$ cat config.mk
export PLATFORM = sky130hd
export DESIGN_NAME = dp_pixel_scaler
export DESIGN_NICKNAME = d
export VERILOG_FILES = /design/src/rtl/dp_pixel_scaler.sv
export SDC_FILE = /design/constraint.sdc
export NUM_CORES = 1
export LEC_CHECK = 0
export ABC_AREA = 1
export BUFFER_PORTS_ARGS = -buffer_cell sky130_fd_sc_hd__buf_2
export CAP_MARGIN = 20
export CORE_ASPECT_RATIO = 0.7
export CORE_MARGIN = 2
export CORE_UTILIZATION = 53
export CTS_CLUSTER_SIZE = 8
export DETAILED_ROUTE_END_ITERATION = 6
export PLACE_DENSITY = 0.77
export SLEW_MARGIN = 20
export SYNTH_ARGS = -nofsm -noshare
export SYNTH_HDL_FRONTEND = slang
export SYNTH_SLANG_ARGS = --single-unit
$ cat constraint.sdc
create_clock -name clk -period 3.2 [get_ports clk]
set_input_delay 0.32 -clock clk [delete_from_list [all_inputs] [get_ports clk]]
set_output_delay 0.32 -clock clk [all_outputs]
set_load 0.02 [all_outputs]
$ cat src/rtl/dp_pixel_scaler.sv
// Per-channel pixel datapath: bypass, 2^k averaging downscale and 2^k replication upscale.
// Define DPA_SCALE_ROUND_EN to round averages half up (saturating) instead of truncating.
module dp_pixel_scaler #(
    parameter int NCH    = 3,
    parameter int CW     = 8,
    parameter int MAXLOG = 2,
    parameter int CNTW   = 16
) (
    input  logic                clk,
    input  logic                reset,
    input  logic [1:0]          mode,
    input  logic [2:0]          ratio_log,
    input  logic                flush,
    input  logic                in_valid,
    output logic                in_ready,
    input  logic [NCH*CW-1:0]   in_data,
    output logic                out_valid,
    input  logic                out_ready,
    output logic [NCH*CW-1:0]   out_data,
    output logic                busy,
    output logic [CNTW-1:0]     pix_cnt
);
    localparam int AW  = CW + MAXLOG;
    localparam int AW1 = AW + 1;
    localparam int CTW = MAXLOG + 1;
    localparam logic [1:0] M_BYP = 2'b00;
    localparam logic [1:0] M_AVG = 2'b01;
    localparam logic [1:0] M_EXP = 2'b10;

    typedef enum logic [1:0] {S_IDLE, S_ACCUM, S_REPL} state_t;

    state_t              r_state, w_state_next;
    logic [2:0]          r_k;
    logic [CTW-1:0]      r_cnt, r_rep;
    logic [NCH*CW-1:0]   r_hold, r_out_data;
    logic                r_out_valid;
    logic [CNTW-1:0]     r_pix_cnt;
    logic [AW-1:0]       r_acc [NCH];

    logic                w_ld_ok, w_accept, w_out_hs;
    logic [2:0]          w_k_in;
    logic [1:0]          w_eff_mode;
    logic [CTW-1:0]      w_r;
    logic                w_cnt_last, w_rep_last;
    logic                w_group_done, w_flush_emit, w_emit_avg;
    logic                w_load;
    logic [NCH*CW-1:0]   w_load_data, w_avg_pix;

    assign w_ld_ok   = !r_out_valid || out_ready;
    assign w_accept  = in_valid && in_ready;
    assign w_out_hs  = r_out_valid && out_ready;
    assign w_k_in    = (ratio_log > 3'(MAXLOG)) ? 3'(MAXLOG) : ratio_log;
    assign w_r       = CTW'(1) << r_k;
    assign w_cnt_last = (r_cnt == w_r - CTW'(1));
    assign w_rep_last = (r_rep == w_r);

    // A zero ratio or the reserved mode degenerates to a plain pass-through.
    always_comb begin
        w_eff_mode = M_BYP;
        if (w_k_in != 3'd0 && (mode == M_AVG || mode == M_EXP))
            w_eff_mode = mode;
    end

    assign w_group_done = (r_state == S_ACCUM) && w_accept && w_cnt_last;
    assign w_flush_emit = (r_state == S_ACCUM) && flush && w_ld_ok && !w_group_done;
    assign w_emit_avg   = w_group_done || w_flush_emit;

    genvar gi;
    generate
        for (gi = 0; gi < NCH; gi++) begin : g_ch
            logic [CW-1:0] w_in_ch;
            logic [AW-1:0] w_sum;
            assign w_in_ch = in_data[gi*CW +: CW];
            assign w_sum   = r_acc[gi] + {{MAXLOG{1'b0}}, (w_accept ? w_in_ch : {CW{1'b0}})};
`ifdef DPA_SCALE_ROUND_EN
            logic [AW:0] w_half, w_rsum, w_rsh;
            assign w_half = (r_k == 3'd0) ? '0 : (AW1'(1) << (r_k - 3'd1));
            assign w_rsum = {1'b0, w_sum} + w_half;
            assign w_rsh  = w_rsum >> r_k;
            assign w_avg_pix[gi*CW +: CW] = (|w_rsh[AW:CW]) ? {CW{1'b1}} : w_rsh[CW-1:0];
`else
            assign w_avg_pix[gi*CW +: CW] = CW'(w_sum >> r_k);
`endif
            always_ff @(posedge clk) begin
                if (!reset)
                    r_acc[gi] <= '0;
                else if (r_state == S_IDLE && w_accept && w_eff_mode == M_AVG)
                    r_acc[gi] <= {{MAXLOG{1'b0}}, w_in_ch};
                else if (w_emit_avg)
                    r_acc[gi] <= '0;
                else if (r_state == S_ACCUM && w_accept)
                    r_acc[gi] <= w_sum;
            end
        end
    endgenerate

    always_ff @(posedge clk) begin
        if (!reset)
            r_state <= S_IDLE;
        else
            r_state <= w_state_next;
    end

    always_comb begin
        w_state_next = r_state;
        case (r_state)
            S_IDLE: begin
                if (w_accept && w_eff_mode == M_AVG) w_state_next = S_ACCUM;
                else if (w_accept && w_eff_mode == M_EXP) w_state_next = S_REPL;
            end
            S_ACCUM: if (w_emit_avg) w_state_next = S_IDLE;
            S_REPL:  if (w_out_hs && w_rep_last) w_state_next = S_IDLE;
            default: w_state_next = S_IDLE;
        endcase
    end

    always_comb begin
        in_ready = 1'b0;
        case (r_state)
            S_IDLE:  in_ready = w_ld_ok;
            S_ACCUM: in_ready = !w_cnt_last || w_ld_ok;
            default: in_ready = 1'b0;
        endcase
        if (!reset) in_ready = 1'b0;
        busy = (r_state != S_IDLE);
    end

    always_comb begin
        w_load      = 1'b0;
        w_load_data = in_data;
        case (r_state)
            S_IDLE:  w_load = w_accept && (w_eff_mode != M_AVG);
            S_ACCUM: begin
                w_load      = w_emit_avg;
                w_load_data = w_avg_pix;
            end
            S_REPL: begin
                w_load      = w_out_hs && !w_rep_last;
                w_load_data = r_hold;
            end
            default: w_load = 1'b0;
        endcase
    end

    always_ff @(posedge clk) begin
        if (!reset) begin
            r_out_valid <= 1'b0;
            r_out_data  <= '0;
            r_pix_cnt   <= '0;
            r_k         <= '0;
            r_cnt       <= '0;
            r_rep       <= '0;
            r_hold      <= '0;
        end else begin
            if (w_out_hs)
                r_pix_cnt <= r_pix_cnt + CNTW'(1);
            if (w_load) begin
                r_out_valid <= 1'b1;
                r_out_data  <= w_load_data;
            end else if (w_out_hs) begin
                r_out_valid <= 1'b0;
            end
            // Ratio is frozen at group start so mid-group config changes wait for the next group.
            if (r_state == S_IDLE && w_accept) begin
                r_k    <= w_k_in;
                r_cnt  <= CTW'(1);
                r_rep  <= CTW'(1);
                r_hold <= in_data;
            end else begin
                if (r_state == S_ACCUM && w_accept)
                    r_cnt <= r_cnt + CTW'(1);
                if (r_state == S_REPL && w_out_hs && !w_rep_last)
                    r_rep <= r_rep + CTW'(1);
            end
        end
    end

    assign out_valid = r_out_valid;
    assign out_data  = r_out_data;
    assign pix_cnt   = r_pix_cnt;
endmodule
Yosys cells after proc, flatten, opt, wreduce, memory -nomap -nowiden. Memories as Yosys holds them, arrays and structs flattened. Index checks and enable logic that the tools add are counted. Widths: inputs -> output; s select.

Register bits after elaboration: 76. RAM bits: 30. Bits of input ports: 34. Output and inout bits: 43. Logic and storage cells: 120. Memories kept: 1.

Memory list: r_acc (depth 3, width 10, read ports 3, clocked after Yosys merged registers in 0, write ports 3, line 38) `logic [AW-1:0] r_acc [NCH];`.

Add/sub/neg operators: 7. Order comparisons: 1. Eq/ne operators: 12. Shifts and indexed selects: 4. Multiplexer cells: 42. Bitwise operators: 10. Reduce and logical (&&, ||, !) cells: 33.

Operator list (number): $mux 10 (9); $pmux 24 s2 (1); $add 10x8->10 (3); $shr 10x3->8 (3); $mux 8 (3); $mux 1 (20); $logic_and 1x1->1 (17); $add 16x1->16 const B (1); $mux 2 (5); $or 1x1->1 (9); $reduce_bool 2->1 (4); $add 3x1->3 const B (2); $eq 2x1->1 const B (3); $eq 2x2->1 const B (3); $eq 3x3->1 (2); $pmux 2 s3 (1); $logic_not 1->1 (4); $logic_or 1x1->1 (4); $ne 2x2->1 const B (2); $gt 3x2->1 const B (1); $mux 3 (1); $ne 3x3->1 const B (1); $pmux 1 s3 (1); $reduce_and 3->1 (1); other kinds (8) (8).

Depth between registers and ports, before layout. Gate-level depths: netlist of the first run.

Depth in word-level cells: 19. Mapped depth: 32. Mapped depth without buffers: 31.

Worst setup path after synthesis of the first run. No wires, ideal clock.

Path type: register -> register. Start point: reg r_k[1]. End point: reg r_out_data[2], in the netlist out_data[2]. Library setup time: 114 ps. Arrival time: 3400 ps. Required time: 3086 ps. Path slack: -314 ps. Cell stages (with the launch flop): 29. Path buffers: 2. Cells stage by stage: dfxtp_1 buf_6 nor2_2 nand2_2 nand3_1 nand2_2 nand3_1 nand2_1 nand2_1 nand2_2 clkbuf_1 nor2_1 ha_1 inv_1 fa_1 inv_1 nand3_1 nand2_1 nand2_1 nand2_1 nand2_1 nand2_1 nand2_1 nand3_1 nand2_1 o21ai_0 nand2_1 a21oi_1 nor2_1.

Cells in the longest elaborated chain, start to end: 14.

RTL lines: start: declaration (line 33) `logic [2:0] r_k;`; start signal: assignment (line 165) `r_k <= w_k_in;`; $shl 1x3->3 * (line 53) `assign w_r = CTW'(1) << r_k;`; $sub 3x1->3 * (line 54) `assign w_cnt_last = (r_cnt == w_r - CTW'(1));`; $eq 3x3->1 * (line 54); $logic_not 1->1 * (line 121) `S_ACCUM: in_ready = !w_cnt_last || w_ld_ok;`; $logic_or 1x1->1 * (line 121); $pmux 1 s2 * (line 119) `case (r_state)`; $mux 1 * (line 124) `if (!reset) in_ready = 1'b0;`; via in_ready (line 15) `output logic in_ready,`; $logic_and 1x1->1 * (line 50) `assign w_accept = in_valid && in_ready;`; branches (longest 6 deep; another with $add 10x8->10); end signal: assignment (line 159) `r_out_data <= w_load_data;`; end: declaration (line 35) `logic [NCH*CW-1:0] r_hold, r_out_data;`.

Mark *: on every way through the listed nets, which the timed path passes. A chain may end at the register's enable or synchronous reset.

Worst setup path in the final report of the first run.
Start point: reg r_k[0]. End point: reg r_out_data[2], in the netlist out_data[2].

Cells in the longest elaborated chain, start to end: 14.

RTL lines: branches (longest 14 deep; another with $add 10x8->10).

Several ways; the timed one is not identified.

==> impl_metrics.py, run 1 <==
metrics = {
    "status": {
        "outcome": "complete, but fails checks",
        "violations": "negative setup slack",
    },
    "sta": {
        "setup_slack_ps": -50.3,
        "hold-worst-slack_ps": 214,
        "period_share_pct": 102,
        "slew_headroom_pct": 53.1,
        "max_freq_mhz": 308,
        "final_max_slew_viol_count": 0,
        "skew_ps": 14.6,
        "finalHoldViolCount": 0,
        "post-route-min-period_ps": 3250,
        "finalSetupViolCount": 2,
        "rsz0062_at_grt": "yes",
        "tightest_slew_ps": 703,
    },
    "pwr": {
        "power.leakage_uw": 0.00457,
        "vdd_drop_max_v": 0.000294,
        "power_density_nw_per_um2": 494,
    },
    "placed_design": {
        "dp_hpwl_um": 16300,
        "dp.cells": 1429,
        "post-place-ws_ps": -112,
        "gp_congestion": 0.955,
        "portBuffers": 76,
    },
    "grt": {
        "grt_antenna_before_repair": 0,
        "grt.total_usage_pct": 29.2,
        "grt_pass1_wl_um": 35000,
        "grt_max_degree": 50,
        "grt_pass1_vias": 7115,
        "overflow": 0,
    },
    "critical_path": {
        "regToRegSetupSlack_ps": -50,
        "startpoint_type": "flip-flop",
        "critPathKind": "flip-flop to flip-flop",
        "worstRegToRegCells": 26,
        "critical-path-max-stage-delay_ps": 390,
        "crit_path_end_kind": "flip-flop",
        "cp.buffers_inverters": 2,
        "worstPathArrival_ps": 3500,
        "crit_top_cell": "nand2_2",
        "crit_family": "simple AND/OR/NAND/NOR gates",
        "cp_slowest_cell": "fa_2",
        "worst-path-max-fanout": 5,
        "r2r_end": "out_data[2]$_SDFFE_PN0P_",
        "worstPathRequired_ps": 3450,
        "rr_startpoint": "r_k[0]$_SDFFE_PN0P_",
    },
    "clock_tree": {
        "cts_max_path_buffers": 2,
        "clockRootBuffer": "clkbuf_16",
        "cts_buffers": 9,
        "clk_pin_slew_ps": 80,
        "tritoncts": "yes",
        "htree_num_levels": 3,
        "cts_sinks": 106,
        "clk_latency_ps": 370,
        "cts-hold-fix-buffers": 0,
    },
    "logic_synthesis": {
        "ys_ff_latch": 106,
        "syn-cell-area_um2": 7410,
        "yosysUniqueCellTypes": 45,
        "ys_warn_count": 0,
        "synth_edf_count": 30,
        "ys_seq_area_share_pct": 32.7,
        "yosysTopAreaCell": "dfxtp_1",
        "synth_ff_type": "dfxtp_1",
        "synth.area.top_cells": "dfxtp_1 (21%), nand2_1 (17%), edfxtp_1 (12%), nand3_1 (9.5%), inv_1 (8.1%)",
        "synth_top_area_share_pct": 20.5,
        "synth.most_common_cell": "nand2_1",
        "synth.net_count": 1215,
        "avgSynthCellArea_um2": 6.46,
        "synth_common_cells": "nand2_1 (328), inv_1 (160), nand3_1 (140), nor2_1 (99), a21oi_1 (78)",
        "syn_inst": 1147,
        "ys_async_sr_fraction_pct": 0,
    },
    "routing": {
        "first_pass_iters": 6,
        "drtIter0Drc": 823,
        "vias": 8136,
        "drcViolationCount": 0,
        "wl_per_cell_um": 16.6,
        "routed_via_density": 5.56,
        "wirelength_um": 24200,
        "ant_nets": 0,
    },
    "final_layout": {
        "nFillCells": 1144,
        "syn_to_final_growth_pct": 32.8,
        "drive_above_1_share_pct": 33.0,
        "antenna_cells": 0,
        "final_core_util_pct": 71.4,
        "instances_no_fill": 1462,
        "num-nets-final": 1335,
    },
    "floorplanning": {
        "rows": 36,
        "pin_count": 77,
        "core_um2": 13800,
        "die_w_um": 145,
        "dieArea_um2": 15000,
        "fp.dieH_um": 103,
        "start_util_pct": 53.8,
    },
    "min_path": {
        "hp-class": "input pin to flip-flop",
        "whs_path_depth": 3,
        "hold-path-endpoint": "r_k[0]$_SDFFE_PN0P_",
        "worstHoldStart": "ratio_log[0]",
    },
    "flow_run": {
        "maxCapViolations": 0,
    },
}
-- power breakdown --
group,switching (µW),total (µW),internal [µW]
Combinational,1270,2010,741
Clock,581,1200,622
Sequential,105,1650,1540
-- layer usage --
metal	GRT usage [%]	up-vias	part of all wire [%]
li1	-	3969	-
met1	39.2	3727	43
met2	49.5	357	46
met3	3.85	83	7.3
met4	9.80	0	3.4
met5	0	-	0
-- worst max path at each step --
stage	cells after the start	slack, ps	from	endpoint
4_1_cts	26	10	r_k[1]$_SDFFE_PN0P_	out_data[2]$_SDFFE_PN0P_
6_report	26	-50	r_k[0]$_SDFFE_PN0P_	out_data[2]$_SDFFE_PN0P_
3_5_place_dp	23	-110	r_state[0]$_SDFFE_PN0P_	out_data[12]$_SDFFE_PN0P_
2_1_floorplan	28	2	r_k[1]$_SDFFE_PN0P_	out_data[2]$_SDFFE_PN0P_
5_1_grt	27	-210	r_k[0]$_SDFFE_PN0P_	out_data[5]$_SDFFE_PN0P_
3_3_place_gp	23	-50	r_state[0]$_SDFFE_PN0P_	out_data[12]$_SDFFE_PN0P_
-- final cells by class --
type / count / area [µm²] / share of cell area [%]
clock buffer: 9 / 225 / 2.29
timing repair buffer: 149 / 970 / 9.85
tap: 190 / 238 / 2.41
sequential: 106 / 2430 / 24.7
multi-input combinational: 834 / 5260 / 53.4
inverter: 167 / 632 / 6.42
clock inverter: 7 / 85.1 / 0.864
-- repair_timing --
| action | in CTS | in global routing |
|---|---|---|
| cloned | 0 | 1 |
| gates resized for setup | 6 | 265 |
| setup buffers | 0 | 17 |
| setup endpoints to repair | 16 | 24 |
| pin swaps | 1 | 110 |
-- cell families (layout without fill, tap and decap cells) --
group | count (synthesis) | count (layout) | share of synthesized area (%)
XOR/XNOR | 9 | 9 | 1.06
flip-flops | 106 | 106 | 32.7
AO/OA/AOI/OAI | 172 | 172 | 12.6
adder cells (fa/ha/maj) | 34 | 34 | 6.04
AND/OR/NAND/NOR | 618 | 619 | 36.4
buffers and inverters | 208 | 332 | 11.1
-- cell usage in the layout (no fill, tap or decap), types with 3 or more instances in the layout --
cell type    n
a21oi_1     62
nor3_1       3
a31oi_1      3
inv_2       14
nand4_1     12
clkbuf_16    9
a21oi_2     12
edfxtp_1    30
buf_4       63
fa_2         3
nand2_1    251
dfxtp_1     72
o21ai_0     43
o21ai_1     10
ha_1        10
buf_6        9
o22ai_1     14
nor2_1      77
nand2_4     13
nor2_2      17
o21ai_2      4
inv_1      150
nand4_4      3
nand3_1     90
dfxtp_4      3
nand3b_1     3
a21oi_4      4
a22oi_2      4
or2_2        3
ha_4        19
nor2_4      12
nand2_2     76
o211ai_1     3
xnor2_1      5
nand3_4      4
buf_2       76
nand3_2     47
o21a_1       3
-- registers in the layout (all words and copies together) (netlist names) --
signal and flops:
r_cnt 3, pix_cnt 16, out_data 24, out_valid 1
r_hold 24, r_rep 3, r_k 3, r_acc 30
r_state 2
-- tightest hold or removal path, delay by kind of cell --
family | cells | cell delay [ps]
buffers and inverters | 1 | 100
AOI/OAI and AO/OA | 1 | 70
and+or+nand+nor | 1 | 60
-- metrics by stage --
stage | TNS, ps | instance area [µm²] | total power, µW
detailed placement | -595 | 8300 | 3280
global placement | -103 | 8300 | 3260
finish | -50.9 | 9850 | 4860
global route | -2690 | 9850 | 5110
floorplan | 0 | 7460 | 2770
CTS | 0 | 8630 | 4470
Note: power is estimated with default switching activity, not from simulation.
==> inputs of run 2 (changes only) <==
--- a/config.mk
+++ b/config.mk
@@ -13,7 +13,7 @@
 export CORE_UTILIZATION = 53
 export CTS_CLUSTER_SIZE = 8
 export DETAILED_ROUTE_END_ITERATION = 6
-export PLACE_DENSITY = 0.77
+export PLACE_DENSITY = 0.76
 export SLEW_MARGIN = 20
 export SYNTH_ARGS = -nofsm -noshare
 export SYNTH_HDL_FRONTEND = slang
==> impl_metrics.py, run 2 (synthesized netlist as in run 1, its figures left out) <==
metrics = {
    "status": {
        "outcome": "completed",
    },
    "grt": {
        "overflow": 0,
        "grt_max_degree": 50,
        "grt_pass1_wl_um": 34900,
        "grt_antenna_before_repair": 0,
        "grt.total_usage_pct": 29.2,
        "grt_pass1_vias": 7099,
    },
    "critical_path": {
        "worstPathRequired_ps": 3450,
        "crit_family": "simple AND/OR/NAND/NOR gates",
        "crit_start": "r_k[0]$_SDFFE_PN0P_",
        "setup.worst_path.end": "out_data[2]$_SDFFE_PN0P_",
        "critPathKind": "flip-flop to flip-flop",
        "cp.buffers_inverters": 2,
        "worst-path-max-fanout": 6,
        "r2r_end": "out_data[2]$_SDFFE_PN0P_",
        "crit_path_end_kind": "flip-flop",
        "regToRegSetupSlack_ps": 80,
        "startpoint_type": "flip-flop",
        "crit_top_cell": "nand2_2",
        "worstRegToRegCells": 26,
        "worstPathArrival_ps": 3370,
        "rr_startpoint": "r_k[0]$_SDFFE_PN0P_",
        "path_depth": 26,
        "cp_slowest_cell": "dfxtp_4",
        "critical-path-max-stage-delay_ps": 380,
    },
    "routing": {
        "wirelength_um": 23800,
        "ant_nets": 0,
        "wl_per_cell_um": 16.3,
        "routed_via_density": 5.54,
        "drcViolationCount": 0,
        "vias": 8099,
        "first_pass_iters": 5,
        "drtIter0Drc": 686,
    },
    "final_layout": {
        "largest_reg_flops": 30,
        "instances_no_fill": 1463,
        "antenna_cells": 0,
        "design_area_um2": 9530,
        "syn_to_final_growth_pct": 28.6,
        "drive_above_1_share_pct": 28.9,
        "nFillCells": 1214,
        "final_common_cell": "nand2_1",
        "num-nets-final": 1336,
        "final_cell_mix": "nand2_1 (281), inv_1 (154), nand3_1 (99)",
        "regMostFlops": "r_acc",
    },
    "placed_design": {
        "dp_hpwl_um": 16400,
        "portBuffers": 76,
        "post-place-ws_ps": -44.3,
        "placed_area_um2": 8270,
        "gp_congestion": 0.951,
        "dp.cells": 1425,
    },
    "floorplanning": {
        "pin_count": 77,
        "core_um2": 13800,
        "die_w_um": 145,
        "dieArea_um2": 15000,
        "fp.dieH_um": 103,
        "rows": 36,
        "start_util_pct": 53.8,
    },
    "sta": {
        "period_share_pct": 97.6,
        "finalHoldViolCount": 0,
        "skew_ps": 9.09,
        "final_max_slew_viol_count": 0,
        "finalSetupViolCount": 0,
        "hold-worst-slack_ps": 211,
        "rsz0062_at_grt": "yes",
        "tightest_slew_ps": 690,
        "slew_headroom_pct": 53.9,
        "setup_slack_ps": 76.4,
        "post-route-min-period_ps": 3120,
        "max_freq_mhz": 320,
        "tns_ps": 0,
    },
    "pwr": {
        "pwr-share-clk_pct": 24.3,
        "switchingPower_uw": 1910,
        "p_comb_share_pct": 40.8,
        "power_density_nw_per_um2": 494,
        "switching_share_pct": 40.6,
        "seq_power_share_pct": 34.9,
        "p_int_uw": 2800,
        "power.leakage_uw": 0.00451,
        "vdd_drop_max_v": 0.000310,
    },
    "clock_tree": {
        "cts_sinks": 106,
        "clk_latency_ps": 360,
        "clk_pin_slew_ps": 80,
        "cts_buffers": 9,
        "tritoncts": "yes",
        "htree_num_levels": 3,
        "clockRootBuffer": "clkbuf_16",
        "cts_max_path_buffers": 2,
    },
    "min_path": {
        "hp-class": "input pin to flip-flop",
        "worstHoldStart": "ratio_log[0]",
    },
    "flow_run": {
        "maxCapViolations": 0,
    },
}
==> run 2: per-layer routing <==
metal / vias up / GRT usage (%) / part of all wire, %
li1: 3961 / - / -
met1: 3770 / 39.0 / 44
met2: 317 / 49.0 / 47
met3: 51 / 4.47 / 7.2
met4: 0 / 9.80 / 2.2
met5: - / 0 / 0
==> run 2: what timing repair did <==
action,in CTS,in global routing
resized for setup,6,196
pin swaps,1,53
hold buffers,0,0
setup endpoints to repair,12,34
gates cloned,0,1
setup buffers,0,21
endpoints found under the hold margin,0,0
==> run 2: metrics by stage <==
step                      utilization [%]  power, µW
after CTS                            62.4       4400
after global placement               60.0       3240
after floorplan                         -       2770
after global routing                 69.1       4960
after detailed placement             60.0       3260
final                                69.1       4710
==> run 2: power groups by stage <==
| stage | combinational, µW | clock (µW) | sequential (µW) |
|---|---|---|---|
| global placement | 1580 | 0 | 1660 |
| finish | 1920 | 1140 | 1640 |
| CTS | 1620 | 1150 | 1630 |
| floorplan | 1060 | 0 | 1720 |
| global route | 2100 | 1200 | 1660 |
| detailed placement | 1600 | 0 | 1660 |
==> run 2: worst register-to-register path, cell delays in order, from the launching register on <==
cell and delay, ps:
dfxtp_4 380, nor2_4 130, nand2_2 90, nand2_1 80, nand2_2 70, nand3_2 90
nand2_2 70, nand2_4 140, nand2_8 110, nor2_4 150, ha_4 130, inv_1 60
fa_2 380, inv_2 70, nand3_2 100, nand2_4 100, nand2_2 70, nand2_1 80
nand2_1 50, nand2_1 110, nand2_2 70, nand3_2 100, nand2_2 60, o21ai_1 110
nand2_1 60, a21oi_1 120, nor2_1 60
==> run 2: layout make-up <==
type | count | area (µm²) | area share (%)
clock inverter | 7 | 66.3 | 0.696
sequential | 106 | 2440 | 25.6
tap | 190 | 238 | 2.49
timing repair buffer | 150 | 966 | 10.1
multi-input combinational | 834 | 4960 | 52.1
inverter | 167 | 634 | 6.66
clock buffer | 9 | 225 | 2.36
==> run 2: worst min-delay path by stage <==
| stage | end | slack [ps] | cells after the start |
|---|---|---|---|
| 2_1_floorplan | r_k[0]$_SDFFE_PN0P_ | 430 | 2 |
| 4_1_cts | r_k[0]$_SDFFE_PN0P_ | 210 | 3 |
| 3_5_place_dp | out_data[11]$_SDFFE_PN0P_ | 450 | 2 |
| 6_report | r_k[0]$_SDFFE_PN0P_ | 210 | 3 |
| 3_3_place_gp | out_data[11]$_SDFFE_PN0P_ | 450 | 2 |
| 5_1_grt | r_k[0]$_SDFFE_PN0P_ | 210 | 3 |
==> inputs of run 3 (changes only) <==
--- a/config.mk
+++ b/config.mk
@@ -5,7 +5,6 @@
 export SDC_FILE = /design/constraint.sdc
 export NUM_CORES = 1
 export LEC_CHECK = 0
-export ABC_AREA = 1
 export BUFFER_PORTS_ARGS = -buffer_cell sky130_fd_sc_hd__buf_2
 export CAP_MARGIN = 20
 export CORE_ASPECT_RATIO = 0.7
==> impl_metrics.py, run 3 <==
metrics = {
    "status": {
        "outcome": "complete, but fails checks",
        "violations": "negative setup slack",
    },
    "final_layout": {
        "num-nets-final": 1070,
        "instances_no_fill": 1173,
        "drive_above_1_share_pct": 38.2,
        "syn_to_final_growth_pct": 39.4,
        "final_cell_mix": "buf_4 (134), nand2_1 (117), buf_2 (76)",
        "final_common_cell": "buf_4",
        "antenna_cells": 0,
        "largest_reg_flops": 30,
        "regMostFlops": "r_acc",
    },
    "pwr": {
        "power_density_nw_per_um2": 392,
        "switchingPower_uw": 1240,
        "seq_power_share_pct": 39.2,
        "power.total_uw": 3820,
        "switching_share_pct": 32.3,
        "pwr-share-clk_pct": 32.3,
        "p_comb_share_pct": 28.5,
        "power.leakage_uw": 0.00393,
        "p_int_uw": 2580,
        "vdd_drop_max_v": 0.000311,
    },
    "logic_synthesis": {
        "syn-cell-area_um2": 6980,
        "avgSynthCellArea_um2": 8.41,
        "synth.net_count": 898,
        "ys_seq_area_share_pct": 34.7,
        "synth.most_common_cell": "nand2_1",
        "ys_async_sr_fraction_pct": 0,
        "yosysTopAreaCell": "dfxtp_1",
        "synth_ff_type": "dfxtp_1",
        "yosysUniqueCellTypes": 80,
        "synth_common_cells": "nand2_1 (119), dfxtp_1 (76), nor2_1 (68), a21oi_1 (62), o21ai_0 (48)",
        "synth.area.top_cells": "dfxtp_1 (22%), edfxtp_1 (13%), nand2_1 (6.4%), ha_1 (5.6%), a21oi_1 (4.4%)",
        "ys_ff_latch": 106,
        "synth_top_area_share_pct": 21.8,
        "syn_inst": 830,
        "synth_edf_count": 30,
        "ys_warn_count": 0,
    },
    "sta": {
        "setup_slack_ps": -698,
        "tns_ps": -16640,
        "skew_ps": 10.3,
        "finalHoldViolCount": 0,
        "period_share_pct": 122,
        "post-route-min-period_ps": 3900,
        "rsz0062_at_grt": "yes",
        "finalSetupViolCount": 38,
        "slew_headroom_pct": 44.3,
        "final_max_slew_viol_count": 0,
        "max_freq_mhz": 257,
        "tightest_slew_ps": 835,
    },
    "floorplanning": {
        "fp.dieH_um": 100,
        "dieArea_um2": 14100,
        "pin_count": 77,
        "die_w_um": 141,
        "start_util_pct": 53.7,
        "core_um2": 13000,
        "rows": 35,
    },
    "placed_design": {
        "dp_hpwl_um": 15500,
        "dp.cells": 1139,
        "gp_congestion": 0.906,
        "portBuffers": 76,
    },
    "critical_path": {
        "worstPathRequired_ps": 3460,
        "regToRegSetupSlack_ps": -700,
        "startpoint_type": "flip-flop",
        "r2r_end": "out_data[9]$_SDFFE_PN0P_",
        "critPathKind": "flip-flop to flip-flop",
        "rr_startpoint": "r_k[0]$_SDFFE_PN0P_",
        "worstRegToRegCells": 15,
        "worstPathArrival_ps": 4160,
        "crit_path_end_kind": "flip-flop",
        "worst-path-max-fanout": 20,
    },
    "clock_tree": {
        "htree_num_levels": 3,
        "cts_max_path_buffers": 2,
        "tritoncts": "yes",
        "cts-hold-fix-buffers": 0,
        "clk_latency_ps": 360,
        "clk_pin_slew_ps": 80,
        "cts_sinks": 106,
        "cts_buffers": 9,
        "clockRootBuffer": "clkbuf_16",
    },
    "routing": {
        "routed_via_density": 6.24,
        "first_pass_iters": 5,
        "drtIter0Drc": 785,
        "wirelength_um": 23000,
        "drcViolationCount": 0,
        "wl_per_cell_um": 19.6,
        "vias": 7321,
        "ant_nets": 0,
    },
    "min_path": {
        "worstHoldStart": "in_data[14]",
        "whs_path_depth": 3,
        "hold-path-endpoint": "r_hold[14]$_SDFFE_PN0P_",
        "hp-class": "input pin to flip-flop",
    },
    "grt": {
        "grt_pass1_vias": 6867,
        "grt_max_degree": 47,
        "overflow": 0,
        "grt_antenna_before_repair": 0,
        "grt.total_usage_pct": 31.9,
        "grt_pass1_wl_um": 35600,
    },
    "flow_run": {
        "maxCapViolations": 0,
    },
}
[run 3: cell types whose count changed after synthesis, moves of 16 or more]
cell      before  now
and2_1         2   30
nand3_1      140   24
mux2i_1        0   20
a21oi_1       78   62
nand2_1      328  119
clkbuf_1      23   39
inv_1        160   27
xor2_1         2   27
nor2_1        99   68
[run 3: power groups by stage]
stage          registers (µW)  clock network [µW]  logic (µW)
2_1_floorplan            1540                   0         525
3_3_place_gp             1520                   0         887
3_5_place_dp             1520                   0         900
4_1_cts                  1490                1240         989
5_1_grt                  1500                1270        1160
6_report                 1500                1230        1090
[run 3: worst max path at each step]
stage / start / end / slack (ps) / cells after the start
floorplan: r_k[0]$_SDFFE_PN0P_ / out_data[5]$_SDFFE_PN0P_ / -570 / 17
global placement: r_k[0]$_SDFFE_PN0P_ / out_data[0]$_SDFFE_PN0P_ / -640 / 16
detailed placement: r_cnt[2]$_SDFFE_PP0P_ / out_data[9]$_SDFFE_PN0P_ / -780 / 17
CTS: r_k[0]$_SDFFE_PN0P_ / out_data[11]$_SDFFE_PN0P_ / -640 / 16
global route: r_k[0]$_SDFFE_PN0P_ / out_data[11]$_SDFFE_PN0P_ / -860 / 16
finish: r_k[0]$_SDFFE_PN0P_ / out_data[9]$_SDFFE_PN0P_ / -700 / 15
[run 3: layout make-up]
cell class / count / area [µm²]
sequential: 106 / 2430
multi-input combinational: 642 / 5200
inverter: 28 / 105
tap: 166 / 208
fill: 909 / 3280
clock buffer: 9 / 225
timing repair buffer: 215 / 1460
clock inverter: 7 / 103
[run 3: critical path, cell delays in order, from the launching register on]
cell and delay [ps]:
dfxtp_2 340, or4b_4 550, o22ai_4 230, o41ai_4 90
and3_4 170, buf_12 150, and2_4 150, ha_4 250
and3_4 180, a2111oi_4 430, a21oi_2 130, xnor2_2 190
mux4_2 530, a21oi_2 150, o31ai_1 70, and2_1 170
[run 3: kinds of logic (layout without fill, tap and decap cells)]
| group | count (synthesis) | after routing | synth area share [%] |
|---|---|---|---|
| AO/OA/AOI/OAI | 227 | 227 | 22.3 |
| XOR/XNOR | 42 | 42 | 5.27 |
| flip-flops | 106 | 106 | 34.7 |
| AND/OR/NAND/NOR | 309 | 309 | 21.4 |
| adder cells (fa/ha/maj) | 34 | 34 | 6.42 |
| buffers and inverters | 82 | 259 | 4.64 |
| multiplexers | 30 | 30 | 5.29 |
[run 3: through the flow]
step                      util [%]  setup slack (ps)  instance area (µm²)  hold slack, ps
after floorplan                  -              -569                 7400             434
after global placement        66.5              -638                 8640             443
after detailed placement      66.5              -775                 8640             448
after CTS                     72.1              -641                 9380             233
after global routing          74.8              -859                 9730             244
final                         74.8              -698                 9730             236
[run 3: routing by layer]
layer	GRT usage [%]	vias up	share of wire, %
met5	0	-	0
met4	11.2	0	3.2
met3	6.63	86	9.5
met2	50.1	410	45
met1	44.0	3474	42
li1	-	3351	-
[run 3: repair_timing]
item                       in CTS  in global routing
pin swaps                      36                 32
setup endpoints to repair      41                 47
buffers inserted                8                 11
resized for setup              64                 55
